### src/rtl/mem_port_arbiter.sv
// mem_port_arbiter: shares one single-ported memory between instruction fetch and load/store.
// Optional build macro ARB_STARVE_GUARD_EN bounds how long data traffic may starve a fetch.
module mem_port_arbiter #(
  parameter int ADDR_W     = 9,
  parameter int DATA_W     = 32,
  parameter int MEM_LAT    = 2,
  parameter int STARVE_MAX = 4
) (
  input  logic              clk,
  input  logic              rst_n,
  input  logic              if_req,
  input  logic [ADDR_W-1:0] if_addr,
  input  logic              if_cancel,
  output logic [DATA_W-1:0] if_rdata,
  output logic              if_valid,
  input  logic              d_req,
  input  logic              d_we,
  input  logic [ADDR_W-1:0] d_addr,
  input  logic [DATA_W-1:0] d_wdata,
  input  logic [3:0]        d_be,
  output logic [DATA_W-1:0] d_rdata,
  output logic              d_valid,
  output logic              stall_if,
  output logic              stall_mem,
  output logic              m_en,
  output logic              m_we,
  output logic [ADDR_W-1:0] m_addr,
  output logic [DATA_W-1:0] m_wdata,
  output logic [3:0]        m_be,
  input  logic [DATA_W-1:0] m_rdata
);

  typedef enum logic [1:0] {IDLE, RD_IF, RD_D} state_t;

  state_t            state;
  logic [2:0]        lat;
  logic              kill;
  logic [DATA_W-1:0] if_rdata_q;
  logic [DATA_W-1:0] d_rdata_q;
  logic              fetch_ok;
  logic              fetch_first;
  logic              grant_d;
  logic              grant_f;
  logic              done;

  assign fetch_ok = if_req & ~if_cancel;

`ifdef ARB_STARVE_GUARD_EN
  logic [3:0] starve;

  assign fetch_first = fetch_ok && (starve >= 4'(STARVE_MAX));

  always_ff @(posedge clk or negedge rst_n) begin
    if (!rst_n) begin
      starve <= '0;
    end else if (grant_f || !if_req) begin
      starve <= '0;
    end else if (grant_d && (starve != 4'hF)) begin
      starve <= starve + 4'd1;
    end
  end
`else
  logic unused_starve_max;

  assign fetch_first       = 1'b0;
  assign unused_starve_max = (STARVE_MAX == 0);
`endif

  assign done    = (state != IDLE) && (lat == 3'd0);
  assign grant_d = rst_n && (state == IDLE) && d_req && !fetch_first;
  assign grant_f = rst_n && (state == IDLE) && fetch_ok && (!d_req || fetch_first);

  // Command fields are zeroed whenever no access is granted this cycle.
  assign m_en    = grant_d | grant_f;
  assign m_we    = grant_d & d_we;
  assign m_addr  = grant_d ? d_addr : (grant_f ? if_addr : '0);
  assign m_wdata = grant_d ? d_wdata : '0;
  assign m_be    = grant_d ? d_be : (grant_f ? 4'hF : 4'h0);

  assign if_valid  = rst_n && done && (state == RD_IF) && !kill && !if_cancel;
  assign d_valid   = (grant_d && d_we) || (rst_n && done && (state == RD_D));
  assign if_rdata  = !rst_n ? '0 : (if_valid ? m_rdata : if_rdata_q);
  assign d_rdata   = !rst_n ? '0 : ((done && (state == RD_D)) ? m_rdata : d_rdata_q);
  assign stall_if  = rst_n & if_req & ~if_valid & ~if_cancel;
  assign stall_mem = rst_n & d_req & ~d_valid;

  // A killed fetch still runs to completion; it only loses its valid pulse.
  always_ff @(posedge clk or negedge rst_n) begin
    if (!rst_n) begin
      state      <= IDLE;
      lat        <= '0;
      kill       <= 1'b0;
      if_rdata_q <= '0;
      d_rdata_q  <= '0;
    end else begin
      if (if_valid) if_rdata_q <= m_rdata;
      if (done && (state == RD_D)) d_rdata_q <= m_rdata;
      case (state)
        IDLE: begin
          kill <= 1'b0;
          if (grant_d && !d_we) begin
            state <= RD_D;
            lat   <= 3'(MEM_LAT - 1);
          end else if (grant_f) begin
            state <= RD_IF;
            lat   <= 3'(MEM_LAT - 1);
          end
        end
        RD_IF, RD_D: begin
          if ((state == RD_IF) && if_cancel) kill <= 1'b1;
          if (lat == 3'd0) begin
            state <= IDLE;
            kill  <= 1'b0;
          end else begin
            lat <= lat - 3'd1;
          end
        end
        default: state <= IDLE;
      endcase
    end
  end

endmodule

### config.mk
export PLATFORM = sky130hd
export DESIGN_NAME = mem_port_arbiter
export DESIGN_NICKNAME = d
export VERILOG_FILES = /design/src/rtl/mem_port_arbiter.sv
export SDC_FILE = /design/constraint.sdc
export NUM_CORES = 1
export LEC_CHECK = 0
export BUFFER_PORTS_ARGS = -buffer_cell sky130_fd_sc_hd__buf_2
export CAP_MARGIN = 20
export CORE_MARGIN = 2
export CORE_UTILIZATION = 35
export CTS_BUF_LIST = sky130_fd_sc_hd__clkbuf_4
export DETAILED_ROUTE_END_ITERATION = 12
export HOLD_SLACK_MARGIN = 0.02
export PLACE_DENSITY = 0.73
export SLEW_MARGIN = 10
export SYNTH_ARGS = -nofsm -noshare
export SYNTH_HDL_FRONTEND = slang
export SYNTH_SLANG_ARGS = --single-unit
### constraint.sdc
create_clock -name clk -period 3.03 [get_ports clk]
set_input_delay 0.606 -clock clk [delete_from_list [all_inputs] [get_ports clk]]
set_output_delay 0.606 -clock clk [all_outputs]
set_load 0.01 [all_outputs]
==> flow_metrics.py, run 1 <==
metrics = {
    "setup_path": {
        "critPathKind": "reg -> out",
        "crit_buf_inv": 3,
        "path_cells": "inv_1 > ha_2 > ha_4 > nand4bb_1 > or3_4 > buf_12 > mux2_4 > and2_1 > buf_2",
        "cp_data_arrival_time_ns": 2.51,
        "cp.required_ns": 2.42,
        "cp_top_family": "simple AND/OR/NAND/NOR gates",
        "crit_path_start_kind": "flop",
        "cp-end-kind": "primary output",
        "critPathMaxStageDelay_ns": 0.41,
        "cp_slowest_cell": "or3_4",
        "critPathMaxFanout": 15,
    },
    "die": {
        "die_h_um": 108,
        "coreArea_um2": 10400,
        "start_util": 0.363,
        "ios": 207,
        "die_w_um": 108,
        "dieArea_um2": 11600,
        "num_rows": 37,
    },
    "power_and_ir_drop": {
        "p_total_mw": 3.78,
        "p_int_mw": 2.63,
        "p_seq_frac": 0.360,
        "p_per_area_nw_per_um2": 683,
        "swShare": 0.305,
        "p_sw_mw": 1.15,
        "ir_drop_uv": 268,
        "p_clk_frac": 0.203,
        "p_leak_nw": 3.22,
        "pwr-share-comb": 0.437,
    },
    "timing": {
        "slew_viol_final": 0,
        "hold_viol_final": 0,
        "fmax_mhz": 321,
        "finalSetupViolCount": 32,
        "relSlewSlack": 0.603,
        "setup_ws_ns": -0.0822,
        "tightest_slew_ns": 0.595,
        "fin_crit_sh": 1.03,
        "rsz0062_at_grt": "true",
        "clock_skew_ns": 0.0172,
        "layout_min_cycle_time_ns": 3.11,
    },
    "synth": {
        "syn_avg_cell_area_um2": 12.1,
        "seq_area_frac_synth": 0.465,
        "synth_cell_types": 30,
        "async_reset_ff_frac": 1.00,
        "synth-edff-count": 0,
        "synth_warnings": 0,
        "synth_fp_nets": 410,
        "syn_area_um2": 3770,
        "ys_dominant_reg_cell": "dfrtp_1",
        "ys_ff_latch": 70,
        "synth_cells": 312,
    },
    "drt": {
        "post_drt_wl_per_cell_um": 16.5,
        "viasPerCell": 4.68,
        "drtPass1Iterations": 6,
        "post-route-drc-count": 0,
        "routed_wl_um": 11100,
        "ant_nets": 0,
        "drt_iter0_markers": 144,
        "num_vias": 3147,
    },
    "placement": {
        "placed_area_um2": 4900,
        "placedCellCount": 639,
        "place_hpwl_um": 7530,
        "dp_slack_ns": 0.169,
        "portBuffers": 206,
        "place_congestion": 0.824,
    },
    "job": {
        "maxCapViolations": 0,
    },
    "global_route": {
        "grt_antenna_before_repair": 0,
        "grt_max_degree": 139,
        "grt_overflow": 0,
        "track_usage": 0.176,
        "grt_pass1_wl_um": 15600,
        "grt_pass1_vias": 3029,
    },
    "clock_tree": {
        "cts_buffer_depth": 2,
        "h-tree-depth": 3,
        "clock-sinks": 70,
        "clk_latency_ns": 0.41,
        "clk_pin_slew_ns": 0.13,
        "cts_buffers": 9,
        "cts_tree": "built",
        "postCtsHoldBufs": 0,
        "cts-root-buf": "clkbuf_4",
    },
    "final_layout": {
        "nets": 630,
        "multiInputGateArea_um2": 1990,
        "layout-drive-gt1-share": 0.601,
        "seqCellArea_um2": 1750,
        "fillers": 947,
        "insertedDiodeCount": 0,
        "finalNonFillerCells": 673,
        "syn_to_final_growth_pct": 47.0,
        "final_cell_area_um2": 5540,
        "utilization": 0.534,
    },
    "status": {
        "violations": "negative setup slack",
        "status": "finished with violations",
    },
    "min_path": {
        "hp-class": "in -> async",
    },
}
cell usage in the layout, fill, tap and decap left out:
master and count:
clkinv_1 1, clkinv_4 1, buf_4 15, buf_6 10, o21bai_1 1, nor4b_2 1
o2bb2ai_1 2, clkinvlp_4 1, and2_4 8, inv_1 6, or3_4 1, and2_1 89
nand3_1 2, bufinv_16 3, inv_2 1, clkbuf_16 3, buf_2 197, mux2_4 60
mux2_2 4, nand2b_1 2, clkbuf_4 10, a21o_1 4, a31oi_1 3, nand4bb_1 2
nand2_1 5, buf_12 5, a21oi_1 4, and4b_1 1, and3_1 1, ha_1 4
buf_16 1, nor2b_1 1, ha_4 1, nand3b_1 2, ha_2 1, dfrtp_1 70
o21ai_0 2, nor2_1 2, o32ai_1 1, a22o_1 9
state kept, by name, summed over array words and instances, names as in the netlist:
| register | flops |
|---|---|
| d_rdata_q | 32 |
| if_rdata_q | 32 |
| lat | 3 |
| state | 2 |
| kill | 1 |
what timing repair did:
action	4_1_cts	5_1_grt
gates resized for setup	9	54
cloned	2	3
pin swaps	0	1
endpoints found under the setup margin	33	64
setup buffers	4	9
logic make-up (layout without fill, tap and decap cells):
family	after synthesis	after routing	share of synthesized area
flops	70	70	0.465
simple gates	117	117	0.197
mux	64	64	0.220
compound gates	26	26	0.0508
fa+ha+maj	6	6	0.0199
buf+inv	29	254	0.0472
power by group through the flow:
stage,Clock [mW],Sequential (mW),Combinational (mW)
global route,0.843,1.39,1.80
global placement,0,1.35,1.32
floorplan,0,1.34,0.906
detailed placement,0,1.37,1.36
finish,0.768,1.36,1.65
CTS,0.794,1.35,1.41
cells in the mapped netlist, types with 3 or more instances:
cell type | count | area [um^2]
a21o_1 | 4 | 30.0
a31oi_1 | 3 | 18.8
and2_1 | 95 | 594
mux2_4 | 29 | 435
a21oi_1 | 4 | 20.0
clkbuf_1 | 13 | 48.8
a22o_1 | 9 | 78.8
buf_2 | 4 | 20.0
dfrtp_1 | 70 | 1750
nand2_1 | 5 | 18.8
ha_1 | 6 | 75.1
inv_1 | 7 | 26.3
buf_12 | 3 | 60.1
mux2_2 | 35 | 394
final timing paths:
path                                 from              to  slack (ns)  depth (start not counted)
setup / recovery                   lat[1]    if_rdata[13]       -0.08                          9
hold / removal                      rst_n          lat[1]        0.26                          2
setup reg to reg                   lat[1]  if_rdata_q[23]        1.09                          7
hold reg to reg            if_rdata_q[17]  if_rdata_q[17]        0.50                          1
max in group asynchronous           rst_n  if_rdata_q[29]        2.28                          2
min in group clk                     d_we        state[1]        0.44                          2
final cells by class:
class / instances / share of cell area
multi-input combinational: 213 / 0.359
sequential: 70 / 0.316
timing repair buffer: 231 / 0.255
tap: 136 / 0.0307
clock buffer: 10 / 0.0136
inverter: 7 / 0.00475
clock inverter: 6 / 0.0199
through the flow:
stage	hold WS [ns]	setup TNS, ns
2_1_floorplan	0.310	0
3_3_place_gp	0.466	0
3_5_place_dp	0.473	0
4_1_cts	0.286	-5.55
5_1_grt	0.307	-7.75
6_report	0.256	-1.95
routing by layer:
layer / up-vias / track usage / share of wire
met4: 0 / 0.0788 / 0.030
met3: 14 / 0.0472 / 0.063
met5: - / 0 / 0
li1: 1481 / - / -
met2: 134 / 0.308 / 0.51
met1: 1518 / 0.201 / 0.40
No activity file was read; power rests on OpenSTA's default activity.
==> run 2, diff against run 1 <==
Settings changed: PLACE_DENSITY 0.73 to 0.65.
==> flow_metrics.py, run 2 (synthesis gave the netlist of run 1 again) <==
metrics = {
    "drt": {
        "drt_iter0_markers": 115,
        "drtPass1Iterations": 4,
        "routed_wl_um": 10700,
        "ant_nets": 0,
        "num_vias": 3171,
        "viasPerCell": 4.68,
        "post_drt_wl_per_cell_um": 15.8,
        "post-route-drc-count": 0,
    },
    "final_layout": {
        "utilization": 0.548,
        "finalNonFillerCells": 678,
        "fillers": 939,
        "syn_to_final_growth_pct": 50.8,
        "layout_commonest_cell": "buf_2",
        "nets": 635,
        "layout-drive-gt1-share": 0.648,
        "final_cell_area_um2": 5680,
        "insertedDiodeCount": 0,
        "final_cell_mix": "buf_2, dfrtp_1, and2_1",
        "top_regs": "d_rdata_q: 32 flops, if_rdata_q: 32 flops, lat: 3 flops",
    },
    "setup_path": {
        "r2r-end": "if_rdata_q[17]",
        "critPathMaxFanout": 8,
        "r2r_slack_ns": 0.86,
        "path_cells": "inv_2 > ha_4 > ha_4 > nand4bb_1 > or3_4 > clkbuf_16 > mux2_4 > and2_1 > buf_2",
        "cp.required_ns": 2.42,
        "r2r_start": "lat[0]",
        "crit_buf_inv": 3,
        "crit_top_cell": "ha_4",
        "cp_slowest_cell": "or3_4",
        "cp_top_family": "simple AND/OR/NAND/NOR gates",
        "cp_data_arrival_time_ns": 2.54,
        "cp-end-kind": "primary output",
        "critPathMaxStageDelay_ns": 0.47,
        "crit_path_start_kind": "flop",
        "reg2reg_depth": 9,
        "critPathKind": "reg -> out",
    },
    "global_route": {
        "grt_overflow": 0,
        "grt_max_degree": 111,
        "track_usage": 0.169,
        "grt_antenna_before_repair": 0,
        "grt_pass1_vias": 2996,
        "grt_pass1_wl_um": 15100,
    },
    "placement": {
        "placed_area_um2": 4890,
        "placedCellCount": 640,
        "place_hpwl_um": 7220,
        "place_congestion": 0.757,
        "dp_slack_ns": 0.169,
        "portBuffers": 206,
    },
    "timing": {
        "relSlewSlack": 0.767,
        "whs_ns": 0.139,
        "rsz0062_at_grt": "true",
        "fin_crit_sh": 1.04,
        "fmax_mhz": 317,
        "setup_tns_ns": -3.07,
        "tightest_slew_ns": 0.350,
        "hold_viol_final": 0,
        "finalSetupViolCount": 32,
        "slew_viol_final": 0,
        "setup_ws_ns": -0.120,
        "clock_skew_ns": 0.0109,
        "layout_min_cycle_time_ns": 3.15,
    },
    "job": {
        "maxCapViolations": 0,
    },
    "clock_tree": {
        "h-tree-depth": 3,
        "cts-root-buf": "clkbuf_4",
        "cts_buffers": 9,
        "clk_pin_slew_ns": 0.12,
        "cts_buffer_depth": 2,
        "clock-sinks": 70,
        "clk_latency_ns": 0.42,
        "cts_tree": "built",
    },
    "die": {
        "die_h_um": 108,
        "coreArea_um2": 10400,
        "start_util": 0.363,
        "num_rows": 37,
        "dieArea_um2": 11600,
        "ios": 207,
        "die_w_um": 108,
    },
    "min_path": {
        "hp-class": "in -> async",
    },
    "power_and_ir_drop": {
        "p_leak_nw": 3.26,
        "ir_drop_uv": 237,
        "p_per_area_nw_per_um2": 627,
        "p_total_mw": 3.56,
    },
    "status": {
        "status": "finished with violations",
        "violations": "negative setup slack",
    },
}
## run 2: final cells by class
cell class	count	area (um^2)	share of cell area
timing repair buffer	236	1580	0.278
clock inverter	7	41.3	0.00727
clock buffer	9	67.6	0.0119
inverter	7	26.3	0.00462
multi-input combinational	213	2050	0.360
sequential	70	1750	0.308
tap	136	170	0.0299
## run 2: timing repair
| action | 4_1_cts | 5_1_grt |
|---|---|---|
| gates cloned | 2 | 4 |
| buffers inserted | 7 | 8 |
| resized for setup | 16 | 83 |
| pin swaps | 0 | 4 |
| endpoints found under the setup margin | 47 | 64 |
| hold buffers | 0 | 0 |
## run 2: worst max path at each step
stage	from	end	slack [ns]	cells past startpoint
2_1_floorplan	state[0]	if_rdata[10]	0.43	9
3_3_place_gp	lat[0]	if_rdata[29]	0.24	9
3_5_place_dp	lat[0]	if_rdata[20]	0.17	9
4_1_cts	lat[0]	if_rdata[8]	-0.16	9
5_1_grt	lat[1]	if_rdata[28]	-0.22	9
6_report	lat[0]	if_rdata[19]	-0.12	9
## run 2: report_power, final
part	switching (mW)	internal, mW	leakage (nW)
combinational	0.708	0.976	2.32
clock	0.352	0.162	0.0652
sequential	0.106	1.26	0.879
total	1.17	2.40	3.26
## run 2: metal layers
metal	global-route usage	wire length, um	vias to the layer above
met3	0.0375	721	16
met5	0	0	-
met4	0.0760	196	0
met2	0.285	5230	138
met1	0.204	4570	1521
li1	-	-	1496
==> run 3, diff against run 2 <==
Settings changed: PLACE_DENSITY 0.65 to 0.61.
==> flow_metrics.py, run 3 (synthesis gave the netlist of run 1 again) <==
metrics = {
    "drt": {
        "num_vias": 3122,
        "viasPerCell": 4.67,
        "ant_nets": 0,
        "routed_wl_um": 10700,
        "drtPass1Iterations": 4,
        "drt_iter0_markers": 119,
        "post_drt_wl_per_cell_um": 15.9,
        "post-route-drc-count": 0,
    },
    "setup_path": {
        "r2r_start": "state[1]",
        "cp_top_family": "simple AND/OR/NAND/NOR gates",
        "critPathMaxStageDelay_ns": 0.41,
        "reg2reg_depth": 9,
        "r2r-end": "d_rdata_q[10]",
        "crit_buf_inv": 3,
        "crit_path_start_kind": "flop",
        "cp_data_arrival_time_ns": 2.46,
        "crit_start": "lat[0]",
        "cp_slowest_cell": "dfrtp_1",
        "critPathKind": "reg -> out",
        "critPathMaxFanout": 9,
        "cp-end-kind": "primary output",
        "cp.required_ns": 2.42,
        "r2r_slack_ns": 1.13,
        "crit_top_cell": "ha_4",
        "path_cells": "inv_2 > ha_4 > ha_4 > nand4bb_1 > or3_4 > clkbuf_16 > mux2_4 > and2_1 > buf_2",
    },
    "final_layout": {
        "top_regs": "d_rdata_q: 32 flops, if_rdata_q: 32 flops, lat: 3 flops",
        "nets": 629,
        "final_cell_mix": "buf_2, and2_1, dfrtp_1",
        "final_cell_area_um2": 5540,
        "fillers": 960,
        "layout_commonest_cell": "buf_2",
        "finalNonFillerCells": 669,
        "syn_to_final_growth_pct": 46.9,
        "layout-drive-gt1-share": 0.608,
        "utilization": 0.534,
        "insertedDiodeCount": 0,
    },
    "timing": {
        "relSlewSlack": 0.616,
        "fmax_mhz": 326,
        "whs_ns": 0.268,
        "clock_skew_ns": 0.0188,
        "layout_min_cycle_time_ns": 3.07,
        "setup_ws_ns": -0.0379,
        "finalSetupViolCount": 30,
        "tightest_slew_ns": 0.575,
        "rsz0062_at_grt": "true",
        "slew_viol_final": 0,
        "hold_viol_final": 0,
        "fin_crit_sh": 1.01,
    },
    "power_and_ir_drop": {
        "p_int_mw": 2.43,
        "p_per_area_nw_per_um2": 639,
        "p_clk_frac": 0.154,
        "ir_drop_uv": 256,
        "p_seq_frac": 0.385,
        "pwr-share-comb": 0.462,
        "swShare": 0.314,
        "p_leak_nw": 3.21,
        "p_sw_mw": 1.11,
    },
    "placement": {
        "placedCellCount": 641,
        "dp_slack_ns": 0.205,
        "portBuffers": 206,
        "place_hpwl_um": 7450,
        "place_congestion": 0.903,
        "placed_area_um2": 4930,
    },
    "status": {
        "status": "finished with violations",
        "violations": "negative setup slack",
    },
    "die": {
        "die_w_um": 108,
        "die_h_um": 108,
        "coreArea_um2": 10400,
        "ios": 207,
        "dieArea_um2": 11600,
        "start_util": 0.363,
        "num_rows": 37,
    },
    "global_route": {
        "grt_max_degree": 142,
        "grt_pass1_wl_um": 14900,
        "grt_overflow": 0,
        "grt_pass1_vias": 3063,
        "track_usage": 0.169,
        "grt_antenna_before_repair": 0,
    },
    "clock_tree": {
        "cts_buffers": 9,
        "clk_pin_slew_ns": 0.12,
        "clk_latency_ns": 0.42,
        "postCtsHoldBufs": 0,
        "h-tree-depth": 3,
        "cts_tree": "built",
        "cts-root-buf": "clkbuf_4",
        "cts_buffer_depth": 2,
        "clock-sinks": 70,
    },
    "min_path": {
        "hp-class": "in -> async",
    },
    "job": {
        "maxCapViolations": 0,
    },
}
## run 3: changes by cell type in the layout (fill, tap and decap cells not counted), sizes merged
cell      before  now
clkinvlp       1    0
buf          233  226
bufinv         0    1
clkbuf        12   13
clkinv         6    3
## run 3: how the worst max path moves through the flow
stage | slack [ns] | cells after the start | endpoint
after CTS | -0.09 | 9 | if_rdata[10]
final | -0.04 | 9 | if_rdata[16]
after global routing | -0.16 | 9 | if_rdata[28]
after floorplan | 0.43 | 9 | if_rdata[10]
after detailed placement | 0.20 | 9 | if_rdata[10]
after global placement | 0.25 | 9 | if_rdata[23]
## run 3: area by class of cell
| cell class | count | area (um^2) | area share |
|---|---|---|---|
| inverters | 7 | 26.3 | 0.00475 |
| multi-input cells | 213 | 2020 | 0.364 |
| clock inverters | 4 | 41.3 | 0.00746 |
| flip-flops and latches | 70 | 1750 | 0.316 |
| repair buffers | 230 | 1460 | 0.264 |
| clock buffers | 9 | 67.6 | 0.0122 |
| well taps | 136 | 170 | 0.0307 |
## run 3: power groups by stage
stage | Sequential, mW | Combinational (mW) | Clock [mW]
2_1_floorplan | 1.34 | 0.906 | 0
6_report | 1.36 | 1.63 | 0.544
3_3_place_gp | 1.35 | 1.33 | 0
5_1_grt | 1.40 | 1.79 | 0.601
4_1_cts | 1.35 | 1.38 | 0.566
3_5_place_dp | 1.37 | 1.36 | 0
## run 3: routing by layer
layer  global-route usage  wire, um  up-vias
met2                0.286      5430      133
met3               0.0605       808       18
met1                0.186      4140     1492
li1                     -         -     1479
met4               0.0824       293        0
met5                    0         0        -
## run 3: through the flow
stage	TNS, ns	power [mW]
3_5_place_dp	0	2.73
4_1_cts	-2.29	3.29
2_1_floorplan	0	2.24
5_1_grt	-6.34	3.78
6_report	-0.679	3.54
3_3_place_gp	0	2.69
## run 3: repair_timing
item | CTS | global route
resized for setup | 3 | 74
buffers inserted | 2 | 8
gates cloned | 0 | 5
endpoints found under the setup margin | 48 | 64
pin swaps | 1 | 1
## run 3: worst reg2reg max path, delay by kind of cell, from the launching register on
kind / cells / cell delay [ns]
AND/OR/NAND/NOR: 1 / 0.18
flip-flops: 1 / 0.40
buffers and inverters: 6 / 0.74
multiplexers: 1 / 0.30
adder cells (fa/ha/maj): 1 / 0.18
